[config.mk]
export PLATFORM = sky130hd
export DESIGN_NAME = datamemory_param
export DESIGN_NICKNAME = d
export VERILOG_FILES = /design/src/rtl/datamemory_param.sv
export SDC_FILE = /design/constraint.sdc
export NUM_CORES = 2
export LEC_CHECK = 0
export ABC_CLOCK_PERIOD_IN_PS = 2900
export CAP_MARGIN = 15
export CORE_MARGIN = 3
export CORE_UTILIZATION = 60
export DETAILED_ROUTE_END_ITERATION = 8
export PLACE_DENSITY = 0.8
export SETUP_SLACK_MARGIN = 0.02
export SLEW_MARGIN = 20
export SYNTH_ARGS = -nofsm -noshare
export SYNTH_HDL_FRONTEND = slang
export SYNTH_SLANG_ARGS = --single-unit
[constraint.sdc]
create_clock -name clk -period 2.9 [get_ports clk]
set_input_delay 0.435 -clock clk [delete_from_list [all_inputs] [get_ports clk]]
set_output_delay 0.435 -clock clk [all_outputs]
set_load 0.03 [all_outputs]
[src/rtl/datamemory_param.sv]
// Parametrised data memory: DEPTH words of DATA_W bits, a bulk loader fed by a
// valid/ready stream, a random-access read/write bus port and a registered
// window of WIN words exposed as one flat vector.
module datamemory_param #(
  parameter int DATA_W    = 12,
  parameter int IN_W      = 17,
  parameter int ADDR_W    = 12,
  parameter int DEPTH     = 64,
  parameter int LOAD_BASE = 0,
  parameter int LOAD_LEN  = 16,
  parameter int WIN_BASE  = 0,
  parameter int WIN       = 16
) (
  input  logic                  clk,
  input  logic                  rst_n,
  input  logic                  start_writing,
  input  logic                  ld_valid,
  input  logic [IN_W-1:0]       ld_data,
  output logic                  ld_ready,
  output logic                  load_busy,
  output logic                  load_done,
  input  logic                  write_en,
  input  logic                  read_en,
  input  logic [ADDR_W-1:0]     addr,
  input  logic [IN_W-1:0]       datain,
  output logic [DATA_W-1:0]     dataout,
  output logic                  rd_valid,
  output logic                  addr_err,
  output logic [WIN*DATA_W-1:0] win_data
);

  localparam int MEM_AW = (DEPTH > 1) ? $clog2(DEPTH) : 1;
  localparam int PTR_W  = $clog2(LOAD_LEN + 1);
  localparam logic [ADDR_W:0] DEPTH_L = (ADDR_W + 1)'(DEPTH);

  typedef enum logic [1:0] {IDLE, LOAD, DONE} state_t;

  state_t            state, state_next;
  logic [PTR_W-1:0]  ptr, ptr_next;
  logic              start_q;
  logic              start_edge;
  logic              beat;
  logic              last_beat;
  logic              addr_ok;
  logic              bus_wr;
  logic [MEM_AW-1:0] bus_idx;
  logic [MEM_AW-1:0] load_idx;
  logic [DATA_W-1:0] mem [DEPTH];
  logic [DATA_W-1:0] win_q [WIN];
  logic              unused_hi;

  assign start_edge = start_writing & ~start_q;
  assign ld_ready   = (state == LOAD);
  assign load_busy  = (state == LOAD);
  assign load_done  = (state == DONE);
  assign beat       = ld_valid & ld_ready;
  assign last_beat  = beat && (ptr == PTR_W'(LOAD_LEN - 1));
  assign addr_ok    = ({1'b0, addr} < DEPTH_L);
  assign bus_idx    = addr[MEM_AW-1:0];
  assign load_idx   = MEM_AW'(LOAD_BASE) + MEM_AW'(ptr);
  assign bus_wr     = write_en && (state != LOAD) && addr_ok;

  // Bus bits above the stored width are intentionally discarded.
  assign unused_hi  = ^{ld_data[IN_W-1:DATA_W], datain[IN_W-1:DATA_W]};

  // Loader state, beat pointer and the delayed start used for edge detection.
  always_ff @(posedge clk or negedge rst_n) begin
    if (!rst_n) begin
      state   <= IDLE;
      ptr     <= '0;
      start_q <= 1'b0;
    end else begin
      state   <= state_next;
      ptr     <= ptr_next;
      start_q <= start_writing;
    end
  end

  // Next-state logic: a fresh start edge restarts from ptr 0 unless a load is running.
  always_comb begin
    state_next = state;
    ptr_next   = ptr;
    case (state)
      IDLE, DONE: begin
        if (start_edge) begin
          state_next = LOAD;
          ptr_next   = '0;
        end
      end
      LOAD: begin
        if (beat) begin
          ptr_next = ptr + 1'b1;
        end
        if (last_beat) begin
          state_next = DONE;
        end
      end
      default: begin
        state_next = IDLE;
      end
    endcase
  end

  for (genvar k = 0; k < DEPTH; k++) begin : g_word
    // One storage word; loader and bus writes never coincide since the bus is blocked during LOAD.
    always_ff @(posedge clk or negedge rst_n) begin
      if (!rst_n) begin
        mem[k] <= '0;
      end else if (beat && (load_idx == MEM_AW'(k))) begin
        mem[k] <= ld_data[DATA_W-1:0];
      end else if (bus_wr && (bus_idx == MEM_AW'(k))) begin
        mem[k] <= datain[DATA_W-1:0];
      end
    end
  end

  // Registered read port (read-first) and rejection flag; dataout holds between reads.
  always_ff @(posedge clk or negedge rst_n) begin
    if (!rst_n) begin
      dataout  <= '0;
      rd_valid <= 1'b0;
      addr_err <= 1'b0;
    end else begin
      rd_valid <= read_en;
      addr_err <= (write_en && ((state == LOAD) || !addr_ok)) || (read_en && !addr_ok);
      if (read_en) begin
        dataout <= addr_ok ? mem[bus_idx] : '0;
      end
    end
  end

  for (genvar k = 0; k < WIN; k++) begin : g_win
    // Window copy trails the memory by one cycle.
    always_ff @(posedge clk or negedge rst_n) begin
      if (!rst_n) begin
        win_q[k] <= '0;
      end else begin
        win_q[k] <= mem[WIN_BASE + k];
      end
    end
    assign win_data[k*DATA_W +: DATA_W] = win_q[k];
  end

endmodule

# Yosys cells after proc, flatten, opt, wreduce, memory -nomap -nowiden
# Cells that the tools add are included.
# op_classes
addsub	1
mul	0
n_div	0
magnitude_cmp	2
eq_ne	100
shifts	0
muxes	74
bitwise_logic	4
reduce_logical	142
# op_table
op	count
2-to-1 mux 12 bit	67
== test 6 bit, second input constant	32
logical AND 1 bit	100
== test 6 x 5 -> 1 bit, second input constant	16
== test 5 bit, second input constant	16
binary-select mux 12 bit (select 6 bit)	1
nonzero test 2 bit	33
== test 6 x 4 -> 1 bit, second input constant	8
== test 5 x 4 -> 1 bit, second input constant	8
== test 6 x 3 -> 1 bit, second input constant	4
== test 5 x 3 -> 1 bit, second input constant	4
== test 6 x 2 -> 1 bit, second input constant	2
logical NOT 6 bit	2
less-than comparator 12 x 7 -> 1 bit, second input constant	1
== test 5 x 2 -> 1 bit, second input constant	2
2-to-1 mux 5 bit	2
one-hot mux 5 bit (2 select lines)	1
>= comparator 7 bit, second input constant	1
inverter 6 -> 7 bit	1
== test 6 x 1 -> 1 bit, second input constant	1
inequality test 2 x 1 -> 1 bit, second input constant	3
adder 5 x 1 -> 5 bit, second input constant	1
== test 5 x 1 -> 1 bit, second input constant	1
2-to-1 mux 2 bit	2
other kinds (12)	14
# totals
reg_bits	982
latchBits	0
ram_bits	0
romBits	0
out_inout_bits	209
word_cells	409
n_memories	0

# Depth between registers and ports, before layout
# logic_depth
word_depth	6
ltp_mapped	9

# Worst setup path before layout
# No wires, ideal clock.
# synth_timing
path_type	in2reg
from	input port addr[11]
to	register mem[205] (netlist name)
arrival_ns	2.306
setup_slack_ns	0.469
cell_stages	8
path_cell_list	or4_1 > buf_6 > nor4_4 > buf_6 > nand2_4 > nor2_2 > buf_6 > mux2_2
# synth_between
elab_chain_cells	3
# synth_rtl
element	line_no	source
from (decl)	24	input logic [ADDR_W-1:0] addr,
less-than comparator 12 x 7 -> 1 bit	58	assign addr_ok = ({1'b0, addr} < DEPTH_L);
logical AND 1 bit	61	assign bus_wr = write_en && (state != LOAD) && addr_ok;
logical AND 1 bit	111	end else if (bus_wr && (bus_idx == MEM_AW'(k))) begin
to (signal, indexed assignment)	110	mem[k] <= ld_data[DATA_W-1:0];
to (signal, indexed assignment)	112	mem[k] <= datain[DATA_W-1:0];
to (decl)	48	logic [DATA_W-1:0] mem [DEPTH];
# Every way passes these cells.
# A chain may end at the register's enable or synchronous reset.

# Final worst setup path
# layout_timing
from	register state[0]
to	output port load_busy
# layout_between
elab_chain_cells	1
# layout_rtl
element	line_no	source
from (decl)	38	state_t state, state_next;
from (signal assigned)	73	state <= state_next;
== test 2 x 1 -> 1 bit	54	assign load_busy = (state == LOAD);
to (decl)	20	output logic load_busy,
# Every way passes these cells.

==> results.yml <==
routing:
  wl_met2_mm: 64.1
  drc: 0
  met1_length_mm: 51.4
  drt_pass1_iterations: 7
  routed_wl_mm: 137
  highest_layer: "met5"
  routed-wl-met3_mm: 12.5
  drt_iter0_drc: 3391
  vias: 32700
  via_per_inst: 6.48
  detail_route.wl_per_cell_um: 27.1
  ant_nets: 0
critical_path:
  critPathTopFamily: "buffers and inverters"
  critPathSlowestCell: "clkdlybuf4s50_1"
  worstPathRequired_ns: 2.47
  r2r_start: "ptr[3]"
  crit_start: "state[0]"
  crit_type: "flip-flop to output port"
  cp_slowest_stage_delay_ns: 0.75
  crit_path_max_fanout: 7
  crit_path_start_kind: "flip-flop"
  critPathCaptureType: "output port"
  path_buf_inv: 1
  cp_cell_sequence: "nor2b_2, clkdlybuf4s50_1"
  crit_arrival_ns: 2.27
sta:
  setup_tns_ns: 0
  setup_slack_ns: 0.199
  skew_ns: 0.0264
  maxSlewViolCount: 0
  fin_crit_sh_pct: 93.1
  fmax_mhz: 370
  tightest_slew_ns: 1.13
  rsz0062_at_grt: "no"
  period_needed_ns: 2.70
  hold_viol: 0
  final-setup-viol-count: 0
  relSlewSlack_pct: 24.7
clocking:
  cts_tree: "done"
  cts_inserted_buffers: 99
  clk_path_buf_depth: 3
  clockRootBuffer: "clkbuf_16"
  clk_pin_slew_ns: 0.07
  clock_sinks: 982
  post_cts_buffers: 0
  clkLatencyLatePin_ns: 0.69
  ctsHtreeMaxLevel: 3
outcome:
  status: "completed"
logic_synthesis:
  netlist_area_sq_um: 45600
  syn_nets: 3792
  synth_top_area_share_pct: 53.9
  ys_top_cells_by_area: "dfrtp_1 54%, mux2i_1 14%, mux2_2 7.5%"
  synth_edf_count: 0
  avgSynthCellArea_sq_um: 12.2
  yosysWarnings: 0
  synth.largest_area_cell: "dfrtp_1"
  ys_ff_latch: 982
  synthCells: 3734
  synthArstFlopShare_pct: 100
  yosys_most_used_dff: "dfrtp_1"
  ys_seq_area_share_pct: 53.9
  synth_cell_type_count: 56
power_and_ir_drop:
  p_sw_share_pct: 32.7
  pwr-share-clk_pct: 32.4
  share_comb_of_total_power_pct: 24.3
  intPower_mw: 28.6
  p_leak_nw: 27.7
  power_frac_seq_pct: 43.3
  power_density_nw_per_um2: 778
  p_sw_mw: 13.9
  vdd_ir_drop_max_mv: 0.530
global_routing:
  grt_pass1_vias: 33600
  grt_first_pass_wirelength_mm: 207
  antenna_found_initial: 9
  grt_start_max_net_pins: 78
  gr-total-overflow: 0
  grt_use_total_pct: 34.8
floorplan:
  initial_utilization_pct: 61.0
  num_rows: 100
  die_y_um: 282
  die_w_um: 282
  core_sq_um: 74800
  die_area_sq_um: 79400
  ios: 261
finish:
  final_cell_mix: "982 x dfrtp_1, 651 x mux2i_1, 447 x nand2_1, 414 x o21ai_0, 303 x mux2_2"
  fillers: 4866
  final-instance-count-excl-fill: 5044
  drive_gt1_share_pct: 22.8
  final_common_cell: "dfrtp_1"
  area_growth_pct: 19.6
  stdcell_area_sq_um: 54600
  final_nets: 4045
place:
  placed_cell_area_sq_um: 51000
  hpwl_mm: 89.7
  io_buffers: 250
  gp_congestion: 0.962
  post-place-ws_ns: -0.0317
  post-place-cells: 4854
worst_hold_path:
  hp-start: "start_writing"
  hold_class: "input port to flip-flop"
job:
  drv_cap: 0
## stage by stage
step | utilization (%) | power, mW | hold WS [ns]
2_1_floorplan | - | 23.3 | 0.139
3_3_place_gp | 68.2 | 28.2 | 0.377
3_5_place_dp | 68.2 | 28.6 | 0.381
4_1_cts | 72.9 | 42.4 | 0.231
5_1_grt | 72.9 | 43.9 | 0.240
6_report | 72.9 | 42.4 | 0.252
## worst register-to-register path: cells and delay by family, from the launching register on
kind / cells / cell delay [ns]
buffers and inverters: 1 / 0.25
AND/OR/NAND/NOR: 3 / 1.13
multiplexers: 1 / 0.15
flip-flops: 1 / 0.53
AO/OA/AOI/OAI: 1 / 0.22
## flip-flops by register name (all words and copies together) (netlist names)
name      cells
addr_err      1
dataout      12
mem         768
ptr           5
rd_valid      1
start_q       1
state         2
win_data    192
## routing by layer
metal	global-route usage, %	vias to the layer above
met1	44.1	16600
li1	-	13800
met3	7.89	499
met2	55.5	1715
met5	0	-
met4	20.1	2
## timing repair
item                                   4_1_cts  5_1_grt
endpoints found under the hold margin       42        0
setup endpoints to repair                    2        0
gates resized for setup                      1        0
hold buffers                                 1        0
## synthesized netlist by cell type, drive strengths merged (8+ instances only)
| cell | instances |
|---|---|
| nor2 | 44 |
| nand2 | 459 |
| mux2i | 651 |
| nand2b | 16 |
| a22oi | 39 |
| nand3 | 43 |
| nor2b | 10 |
| a41o | 8 |
| buf | 136 |
| o21ai | 414 |
| mux2 | 384 |
| mux4 | 75 |
| nor4 | 16 |
| dfrtp | 982 |
| clkbuf | 232 |
| and3 | 21 |
| o22ai | 42 |
| a21oi | 36 |
| o211ai | 9 |
| a31oi | 14 |
| a32oi | 18 |
| nor3 | 15 |
| nand4 | 14 |
## cells by family after synthesis
| group | count (synthesis) | share of synthesized area (%) |
|---|---|---|
| xor gates and xnor gates | 2 | 0.0384 |
| and+or+nand+nor | 663 | 7.15 |
| buffers and inverters | 375 | 3.85 |
| DFF | 982 | 53.9 |
| AOI/OAI and AO/OA | 596 | 7.31 |
| adders and majority gates | 6 | 0.165 |
| muxes | 1110 | 27.6 |
## area by class of cell
class	instances	area [sq um]	area share, %
sequential	982	24600	45.0
multi-input combinational	2377	19400	35.6
timing repair buffer	520	5810	10.6
clock buffer	136	2830	5.18
tap	969	1210	2.22
clock inverter	47	696	1.27
inverter	7	26.3	0.0481
antenna	6	15.0	0.0275
## power by group through the flow
stage | logic (mW) | registers, mW | clock network (mW)
after detailed placement | 10.1 | 18.5 | 0
final | 10.3 | 18.4 | 13.8
after CTS | 10.2 | 18.3 | 13.9
after floorplan | 3.39 | 19.9 | 0
after global placement | 9.86 | 18.4 | 0
after global routing | 10.9 | 18.6 | 14.4
## path summary, 6_finish.rpt
path | to | slack (ns) | depth (start not counted)
worst max register to register | mem[488] | 0.51 | 6
worst min register to register | win_data[13] | 0.39 | 0
max in group asynchronous | mem[224] | 1.52 | 4
worst max-delay path | load_busy | 0.20 | 2
worst min-delay path | start_q | 0.25 | 1
min in group asynchronous | win_data[33] | 0.31 | 2
(Power assumes the default switching activity.)
